## src/rtl/fetch_unit_pkg.sv

```systemverilog
// Shared definitions for the IF stage: RV32I opcodes, link-register test and
// immediate extraction used by the static predictor.
package fetch_unit_pkg;

  localparam logic [31:0] RESET_PC_DEFAULT = 32'h0000_0000;

  localparam logic [6:0] OP_JAL    = 7'b1101111;
  localparam logic [6:0] OP_JALR   = 7'b1100111;
  localparam logic [6:0] OP_BRANCH = 7'b1100011;

  localparam logic [31:0] NOP = 32'h0000_0033;

  // x1 (ra) and x5 (t0) are the RISC-V link registers for RAS hints.
  function automatic logic is_link(input logic [4:0] r);
    return (r == 5'd1) || (r == 5'd5);
  endfunction

  function automatic logic [31:0] imm_J(input logic [31:0] ir);
    return {{12{ir[31]}}, ir[19:12], ir[20], ir[30:21], 1'b0};
  endfunction

  function automatic logic [31:0] imm_B(input logic [31:0] ir);
    return {{20{ir[31]}}, ir[7], ir[30:25], ir[11:8], 1'b0};
  endfunction

endpackage

```

## src/rtl/fetch_unit_ras.sv

```systemverilog
// Circular return-address stack; overflow silently overwrites the oldest entry
// and count saturates at DEPTH.
module ras_stack #(
  parameter int DEPTH = 4
) (
  input  logic                         clk,
  input  logic                         rst,
  input  logic                         push,
  input  logic                         pop,
  input  logic [31:0]                  push_val,
  output logic [31:0]                  top,
  output logic [$clog2(DEPTH+1)-1:0]   count
);

  localparam int PTR_W = $clog2(DEPTH);
  localparam int CNT_W = $clog2(DEPTH + 1);
  localparam logic [CNT_W-1:0] FULL = CNT_W'(DEPTH);

  logic [PTR_W-1:0] ptr_q, ptr_d;
  logic [CNT_W-1:0] count_q, count_d;
  logic [31:0]      entry_q [DEPTH];
  logic [31:0]      entry_d [DEPTH];

  // NOTE: every signal gets a default at the top of always_comb so no path
  // leaves it unassigned, which would otherwise infer a latch.
  always_comb begin
    ptr_d   = ptr_q;
    count_d = count_q;
    entry_d = entry_q;
    if (push) begin
      ptr_d          = ptr_q + 1'b1;
      entry_d[ptr_d] = push_val;
      count_d        = (count_q == FULL) ? count_q : count_q + 1'b1;
    end else if (pop) begin
      ptr_d   = ptr_q - 1'b1;
      count_d = count_q - 1'b1;
    end
  end

  // NOTE: the entries are a handful of flops, not a RAM macro, so resetting
  // them is cheap and keeps the predicted target deterministic after reset.
  always_ff @(posedge clk or posedge rst) begin
    if (rst) begin
      ptr_q   <= '0;
      count_q <= '0;
      for (int i = 0; i < DEPTH; i++) entry_q[i] <= '0;
    end else begin
      ptr_q   <= ptr_d;
      count_q <= count_d;
      entry_q <= entry_d;
    end
  end

  assign top   = entry_q[ptr_q];
  assign count = count_q;

endmodule

```

## src/rtl/fetch_unit.sv

```systemverilog
// IF stage: PC register, static branch/jump predictor with RAS, and the
// redirect > stall > predict next-PC mux.
module fetch_unit
  import fetch_unit_pkg::*;
#(
  parameter logic [31:0] RESET_PC  = RESET_PC_DEFAULT,
  parameter int          RAS_DEPTH = 4
) (
  input  logic        clk,
  input  logic        rst,
  input  logic        stall,
  input  logic        redirect,
  input  logic [31:0] redirect_pc,
  output logic [31:0] imem_addr,
  input  logic [31:0] imem_rdata,
  output logic [31:0] pc_IF,
  output logic [31:0] ir_IF,
  output logic [31:0] ra_IF
);

  localparam int CNT_W = $clog2(RAS_DEPTH + 1);

  logic [31:0]      pc_q, pc_d;
  logic [31:0]      pc_plus4;
  logic [6:0]       opcode;
  logic [4:0]       rd, rs1;
  logic             push_pred, pop_pred;
  logic             commit;
  logic [31:0]      ras_top;
  logic [CNT_W-1:0] ras_count;

  assign opcode   = imem_rdata[6:0];
  assign rd       = imem_rdata[11:7];
  assign rs1      = imem_rdata[19:15];
  assign pc_plus4 = pc_q + 32'd4;

  always_comb begin
    ra_IF     = pc_plus4;
    push_pred = 1'b0;
    pop_pred  = 1'b0;
    if (opcode == OP_JAL) begin
      ra_IF     = pc_q + imm_J(imem_rdata);
      push_pred = is_link(rd);
    end else if (opcode == OP_JALR) begin
      if (is_link(rd)) begin
        push_pred = 1'b1;
      end else if (is_link(rs1) && (ras_count != '0)) begin
        ra_IF    = ras_top;
        pop_pred = 1'b1;
      end
    end else if (opcode == OP_BRANCH) begin
      // Backward-taken / forward-not-taken, decided by the immediate sign.
      if (imem_rdata[31]) ra_IF = pc_q + imm_B(imem_rdata);
    end
  end

  // A held or flushed instruction must not disturb the RAS.
  assign commit = !stall && !redirect;

  always_comb begin
    pc_d = ra_IF;
    if (redirect)   pc_d = redirect_pc;
    else if (stall) pc_d = pc_q;
  end

  // NOTE: sequential state uses non-blocking assignments so every flop
  // samples its pre-edge value regardless of block ordering.
  always_ff @(posedge clk or posedge rst) begin
    if (rst) pc_q <= RESET_PC;
    else     pc_q <= pc_d;
  end

  ras_stack #(
    .DEPTH (RAS_DEPTH)
  ) u_ras (
    .clk      (clk),
    .rst      (rst),
    .push     (push_pred && commit),
    .pop      (pop_pred && commit),
    .push_val (pc_plus4),
    .top      (ras_top),
    .count    (ras_count)
  );

  assign imem_addr = pc_q;
  assign pc_IF     = pc_q;
  assign ir_IF     = imem_rdata;

endmodule

```

## config.mk

```make
export PLATFORM = sky130hd
export DESIGN_NAME = fetch_unit
export DESIGN_NICKNAME = d
export VERILOG_FILES = /design/src/rtl/fetch_unit_pkg.sv /design/src/rtl/fetch_unit_ras.sv /design/src/rtl/fetch_unit.sv
export SDC_FILE = /design/constraint.sdc
export NUM_CORES = 1
export LEC_CHECK = 0
export CAP_MARGIN = 10
export CORE_MARGIN = 10
export CORE_UTILIZATION = 38
export CTS_CLUSTER_DIAMETER = 200
export DETAILED_ROUTE_END_ITERATION = 12
export HOLD_SLACK_MARGIN = 0.12
export PLACE_DENSITY = 0.64
export SETUP_SLACK_MARGIN = 0.2
export SYNTH_ARGS = -nofsm -noshare
export SYNTH_HDL_FRONTEND = slang
export SYNTH_SLANG_ARGS = --single-unit
```

## constraint.sdc

```tcl
create_clock -name clk -period 16.6 [get_ports clk]
set_input_delay 3.32 -clock clk [delete_from_list [all_inputs] [get_ports clk]]
set_output_delay 3.32 -clock clk [all_outputs]
set_load 0.02 [all_outputs]
```

==> Flow_metrics.wiki, run 1 <==
{| class="wikitable"
! Metric !! Value
|-
| Library cell occupying the most area in the post-synthesis netlist || dfrtp_1
|-
| End of the worst register-to-register path || imem_addr[25]
|-
| Final count of pins violating max slew || 0
|-
| # rows || 65
|-
| Cell types occupying the most area after synthesis || dfrtp_1 34%, o21ai_0 7.0%, nand2_1 6.6%
|-
| Initial Util || approximately two fifths
|-
| Wire length of the first global-routing pass || 63600 µm
|-
| Worst path arrival time || 7.07 ns
|-
| Area of the core || around 32000 µm²
|-
| Worst rel slew slack || between 20 and 30%
|-
| Routability congestion estimate from global placement || between 0.9 and 1
|-
| Post-synthesis cell area || 12300 µm²
|-
| Die Area || between 30000 and 40000 µm²
|-
| Least-Margin Pin Slew || approximately 1.1 ns
|-
| TritonCTS clock tree || done
|-
| Root buf cell || clkbuf_16
|-
| Share of the synthesized area in the top cell type || approximately a third
|-
| List of cells traversed by the critical path || clkdlybuf4s50_1, ha_1, inv_1, fa_1, and2b_1, o2111ai_1, a2111o_1, a31oi_4, nand2_1, mux2i_1, a21oi_1, a211oi_2, nor2_1, clkdlybuf4s50_1
|-
| Setup Crit Path Kind || input port to output port
|-
| Detailed router's first-iteration violation count || roughly 930
|-
| Total routing resource utilization after global routing || between 20% and 30%
|-
| Routed wire length || between 40000 and 50000 µm
|-
| Number of cells on the worst hold path || 2
|-
| Fmax || between 90 and 100 MHz
|-
| Synthesized netlist cell count || ~1400
|-
| Share of synthesized flip-flops with an asynchronous set or reset || 100%
|-
| Placed wire-length estimate || roughly 30000 µm
|-
| Avg Synthesized Cell Area || 8.78 µm²
|-
| Clk buf depth || 2
|-
| Post-layout minimum cycle time || slightly above 10 ns
|-
| Overall die width || between 150 and 200 µm
|-
| Commonest cells in the netlist || 217 x nand2_1, 173 x o21ai_0, 165 x dfrtp_1, 88 x a21oi_1, 83 x nor2_1
|-
| Post-CTS setup-driven buffer insertion count || 0
|-
| Number of distinct standard cells referenced by the synthesized netlist || slightly above 90
|-
| Most common cell in the synthesized netlist || nand2_1
|-
| Element type at the critical path start || input port
|-
| Share of layout cells above drive strength 1 || ~11%
|-
| Count of clock tree sinks || between 150 and 200
|-
| Remaining routing DRC violations || 0
|-
| Number of I/O pins || between 150 and 200
|-
| Worst vdd rail ir drop || roughly 0.080 mV
|-
| Post-synthesis sequential area ratio || roughly a third
|-
| Count of synthesis-stage warnings from yosys || 0
|-
| Worst min-delay path startpoint || u_ras.entry_q[58]
|-
| Pin count of the biggest net entering global routing || between 90 and 100
|-
| Launching point of the worst reg2reg path || imem_addr[2]
|-
| Most frequent CP cell || clkdlybuf4s50_1
|-
| Layout Nets || roughly 1600
|-
| Post-DRT Antenna Nets || 0
|-
| Final std cells w/o fill || 1890
|-
| Post-synth EDFFs || 0
|-
| Delay of the slowest cell on the worst path || around 0.56 ns
|-
| IO Port Bufs || about 200
|-
| Clock latency of the later-clocked register in the worst-skew pair || between 0.4 and 0.5 ns
|-
| Hold-critical path endpoint || u_ras.entry_q[58]
|-
| Average via count per standard cell || between 5 and 6
|-
| Status || finished, final reports clean
|-
| Min-Delay Path Class || flip-flop to flip-flop
|-
| First-pass iteration count of the detailed router || 5
|-
| Dominant synthesized flop cell || dfrtp_1
|-
| Setup TNS || 0 ns
|-
| Reg2Reg Setup Slack || around 13 ns
|-
| Number of storage elements in the synthesis netlist || 165
|-
| Inserted Clock Buffers || 17
|-
| Largest delay contributor family on the critical path || compound AO/OA/AOI/OAI gates
|-
| Required time of the critical path || around 13 ns
|-
| Number of cell instances on the worst register-to-register path || 11
|-
| Power Dens Cells || 84.8 nW/µm²
|-
| Final worst-path cycle share || between 60% and 70%
|-
| Number of global-route vias before repair || between 10000 and 15000
|-
| Post-synthesis net count || around 1500
|-
| Average wire length per cell after detail routing || approximately 22 µm
|-
| Number of antenna violations at the first check in global routing || 2
|-
| Number of hold buffers added after CTS || 0
|-
| Hold Fails Final Rpt || 0
|-
| Layout area overhead || 18.1%
|-
| Setup Viol. Count Final || 0
|-
| Clock transition time at the flip-flop clock pins of the worst setup and hold paths || about 0.07 ns
|-
| Final worst clock skew || 0.0118 ns
|-
| Endpoint kind of the worst setup timing path || output port
|-
| Unrepaired setup endpoints after global routing || false
|-
| Leakage dissipation || about 0.0059 µW
|-
| Share of the core filled with cells || between 40 and 50%
|-
| Maxcap violations || 0
|-
| H-tree levels || 4
|-
| Slowest CP cell || a2111o_1
|-
| Cts repair resizes || 0
|-
| Vertical extent of the die || roughly 200 µm
|-
| Detailed-route via count || ~11000
|-
| Placed Cells || roughly 1900
|-
| CP Buf/Inv Count || 3
|-
| Diode count || 0
|-
| Minimum hold slack || 0.479 ns
|-
| Crit path max fanout || 5
|-
| Gr ovfl total || 0
|}
layout make-up:
type | count | area [µm²]
clock buffers | 18 | 429
clock inverters | 14 | 116
fillers | 3092 | 17200
inverters | 28 | 110
multi-input cells | 1052 | 7160
flip-flops and latches | 165 | 4130
well taps | 402 | 503
repair buffers | 211 | 2070
per-layer routing:
metal | track usage (%) | part of all wire (%) | vias to the layer above
met5 | 0 | 0.062 | -
met4 | 5.95 | 2.4 | 4
met3 | 5.73 | 8.1 | 68
met2 | 33.2 | 46 | 390
met1 | 26.6 | 43 | 5208
li1 | - | - | 5128
registers in the layout, summed over array words and instances (netlist names):
register       cells
imem_addr         32
u_ras.entry_q    128
u_ras.ptr_q        2
u_ras.count        3
metrics by stage:
step	cell area (µm²)	power [µW]	worst slack, ns
global route	14500	1290	5.98
CTS	14500	1240	6.25
detailed placement	14000	859	6.28
finish	14500	1230	6.21
global placement	14000	859	6.30
floorplan	12300	713	7.60
worst max-delay path by stage:
stage | cells after the start | endpoint | slack [ns] | from
floorplan | 12 | ra_IF[31] | 7.60 | imem_rdata[8]
global placement | 13 | ra_IF[25] | 6.30 | imem_rdata[8]
detailed placement | 14 | ra_IF[31] | 6.28 | imem_rdata[8]
CTS | 14 | ra_IF[31] | 6.25 | imem_rdata[8]
global route | 13 | ra_IF[25] | 5.98 | imem_rdata[8]
finish | 14 | ra_IF[31] | 6.21 | imem_rdata[8]
worst reg2reg max path, cell delays in order (launching register included):
cell and delay (ns):
dfrtp_1 0.71, inv_1 0.22, fa_1 0.47, and2b_1 0.24, o2111ai_1 0.27, a2111oi_0 0.47, nand3b_1 0.29, nand3_1 0.15
mux2i_1 0.15, nand2_1 0.11, a22oi_2 0.10, a221o_1 0.36
placed cells by master, fill, tap and decap left out, types with 6 or more instances in the layout:
master and count:
o22ai_1 10, dfrtp_1 164, nor2_1 82, xnor2_1 40, inv_6 6, xor2_1 25, o21ai_1 7, a211oi_1 15
nand2b_1 7, nand3b_1 6, mux2i_1 19, and2_1 9, o21bai_1 9, a31oi_1 8, o21ai_0 173, inv_1 26
buf_4 16, clkdlybuf4s50_1 195, o31ai_1 6, and3_1 10, mux4_2 32, nand2_1 217, nand4_1 20, ha_1 48
nor3_1 12, mux2_2 17, a21oi_2 8, a21oi_1 88, o21a_1 9, clkbuf_16 17, nand3_1 29, a21o_1 21
o211ai_1 10
where the power goes:
group	internal, µW	total (µW)	switching (µW)
Sequential	411	441	30.4
Combinational	168	413	245
Clock	195	377	181
kinds of logic (layout without fill, tap and decap cells):
kind of cell	after synthesis	in the layout	synth area share, %
simple gates	434	434	16.3
compound gates	433	433	22.7
buf+inv	184	271	8.27
flops	165	165	33.6
mux	68	68	8.96
xor+xnor	66	66	4.76
fa+ha+maj	51	51	5.37
Note: power is estimated with default switching activity, not from simulation.
==> inputs of run 2 (changes only) <==
==> constraint.sdc (replaced) <==
create_clock -name clk -period 10.2 [get_ports clk]
set_input_delay 2.04 -clock clk [delete_from_list [all_inputs] [get_ports clk]]
set_output_delay 2.04 -clock clk [all_outputs]
set_load 0.02 [all_outputs]
==> run 2 against run 1 <==
Critical path type unchanged. Global-route usage decreased by 0.11 points. Clock-buffer cell count decreased by 1. Register-to-register slack lost 6.5 ns. Sequential share of layout area down 0.12 points. Utilization increased by 0.20 points. Final area up 0.43%.
==> Flow_metrics.wiki, run 2 (synthesis gave the netlist of run 1 again) <==
{| class="wikitable"
! Metric !! Value
|-
| Worst path arrival time || 5.96 ns
|-
| Final worst clock skew || between 0.02 and 0.025 ns
|-
| Layout area overhead || 18.6%
|-
| H-tree levels || 4
|-
| Average wire length per cell after detail routing || approximately 22 µm
|-
| Detailed router's first-iteration violation count || 863
|-
| Clock transition time at the flip-flop clock pins of the worst setup and hold paths || 0.07 ns
|-
| Number of global-route vias before repair || ~11000
|-
| Endpoint kind of the worst setup timing path || output port
|-
| Number of I/O pins || between 150 and 200
|-
| Post-DRT Antenna Nets || 0
|-
| Post-CTS setup-driven buffer insertion count || 0
|-
| Crit path max fanout || 5
|-
| Worst vdd rail ir drop || 0.117 mV
|-
| Placed Cells || 1859
|-
| Clock latency of the later-clocked register in the worst-skew pair || around 0.45 ns
|-
| Element type at the critical path start || input port
|-
| Average via count per standard cell || roughly 5.8
|-
| Clk buf depth || 2
|-
| Detailed-route via count || roughly 11000
|-
| Worst rel slew slack || between 20 and 25%
|-
| Wire length of the first global-routing pass || ~64000 µm
|-
| # rows || 65
|-
| Area of all placed cells without fillers || 14600 µm²
|-
| TritonCTS clock tree || done
|-
| Share of layout cells above drive strength 1 || 10.9%
|-
| Count of clock tree sinks || 165
|-
| Routability congestion estimate from global placement || between 0.9 and 1
|-
| Fmax || around 130 MHz
|-
| Root buf cell || clkbuf_16
|-
| Total routing resource utilization after global routing || just over 20%
|-
| Min-Delay Path Class || flip-flop to flip-flop
|-
| Inserted Clock Buffers || 17
|-
| Gr ovfl total || 0
|-
| Power Dens Cells || 141 nW/µm²
|-
| IO Port Bufs || between 150 and 200
|-
| Die Area || approximately 40000 µm²
|-
| Most used cells in the layout excluding fill and tap cells || 217 x nand2_1, 195 x clkdlybuf4s50_1, 173 x o21ai_0
|-
| Setup Crit Path Kind || input port to output port
|-
| Setup TNS || 0 ns
|-
| Post-layout minimum cycle time || approximately 8.0 ns
|-
| Area of combinational cells with multiple inputs || between 7000 and 8000 µm²
|-
| Vertical extent of the die || about 200 µm
|-
| Unrepaired setup endpoints after global routing || false
|-
| Pin count of the biggest net entering global routing || 100
|-
| Routed wire length || 42400 µm
|-
| Leakage dissipation || slightly below 0.006 µW
|-
| Register with the most flip-flops || u_ras.entry_q
|-
| Required time of the critical path || 8.16 ns
|-
| Cts repair resizes || 0
|-
| Fill cell instance count of the final layout || 3102
|-
| Least-Margin Pin Slew || approximately 1.1 ns
|-
| Power, Total || about 2100 µW
|-
| Final count of pins violating max slew || 0
|-
| Layout Nets || between 1500 and 2000
|-
| Share of the core filled with cells || a little under half
|-
| Maxcap violations || 0
|-
| Overall die width || between 150 and 200 µm
|-
| Number of antenna violations at the first check in global routing || 0
|-
| Initial Util || between 30% and 40%
|-
| Final std cells w/o fill || around 1900
|-
| Area of the core || roughly 32000 µm²
|-
| Final worst-path cycle share || 78.4%
|-
| First-pass iteration count of the detailed router || 5
|-
| Remaining routing DRC violations || 0
|-
| Hold Fails Final Rpt || 0
|-
| Status || finished, final reports clean
|-
| Number of hold buffers added after CTS || 0
|-
| Most common cell after layout, fill and taps aside || nand2_1
|-
| Number of flip-flops under the largest register name || approximately 130
|-
| Sequential Area || around 4100 µm²
|-
| Setup Viol. Count Final || 0
|-
| Number of cells on the worst hold path || 2
|-
| Number of cell instances on the worst register-to-register path || 11
|-
| Placed wire-length estimate || roughly 31000 µm
|-
| Instance area after placement || between 10000 and 15000 µm²
|-
| Diode count || 0
|}
==> run 2: through the flow <==
stage | hold slack [ns] | setup WS (ns)
3_3_place_gp | 0.457 | 2.44
6_report | 0.479 | 2.20
2_1_floorplan | 0.445 | 3.70
5_1_grt | 0.499 | 2.07
3_5_place_dp | 0.465 | 2.33
4_1_cts | 0.482 | 2.31
==> run 2: cell type report <==
class                      instances  area share [%]
clock buffer                      17            2.92
multi-input combinational       1052            49.1
sequential                       165            28.3
inverter                          28           0.755
timing repair buffer             212            14.3
clock inverter                    15            1.20
tap                              402            3.45
==> run 2: worst max-delay path, cell delays in order <==
cell	delay [ns]
clkdlybuf4s50_1	0.52
ha_1	0.18
inv_1	0.06
fa_1	0.37
and2b_1	0.24
o2111ai_1	0.32
a2111o_1	0.58
a31oi_4	0.26
nand2_1	0.10
mux2i_1	0.19
a21oi_1	0.10
a211oi_2	0.34
nor2_1	0.08
clkdlybuf4s50_1	0.58
==> run 2: power by group <==
group	switching (µW)	total [µW]	internal (µW)
sequential	50.0	718	668
clock	330	663	333
combinational	402	676	274
==> run 2: final timing paths <==
path,start,to,slack (ns)
setup / recovery,imem_rdata[8],ra_IF[31],2.20
hold / removal,u_ras.entry_q[24],u_ras.entry_q[24],0.48
max in group asynchronous,rst,u_ras.entry_q[110],6.54
min in group asynchronous,rst,u_ras.entry_q[65],2.17
setup reg to reg,imem_addr[2],imem_addr[31],6.46
hold reg to reg,u_ras.entry_q[24],u_ras.entry_q[24],0.48
==> run 2: layer usage <==
| metal | routed length, µm | track usage (%) | up-vias |
|---|---|---|---|
| met5 | 0 | 0 | - |
| met4 | 860 | 5.13 | 0 |
| met3 | 3360 | 4.59 | 61 |
| met2 | 19700 | 33.7 | 471 |
| met1 | 18500 | 26.9 | 5271 |
| li1 | - | - | 5124 |
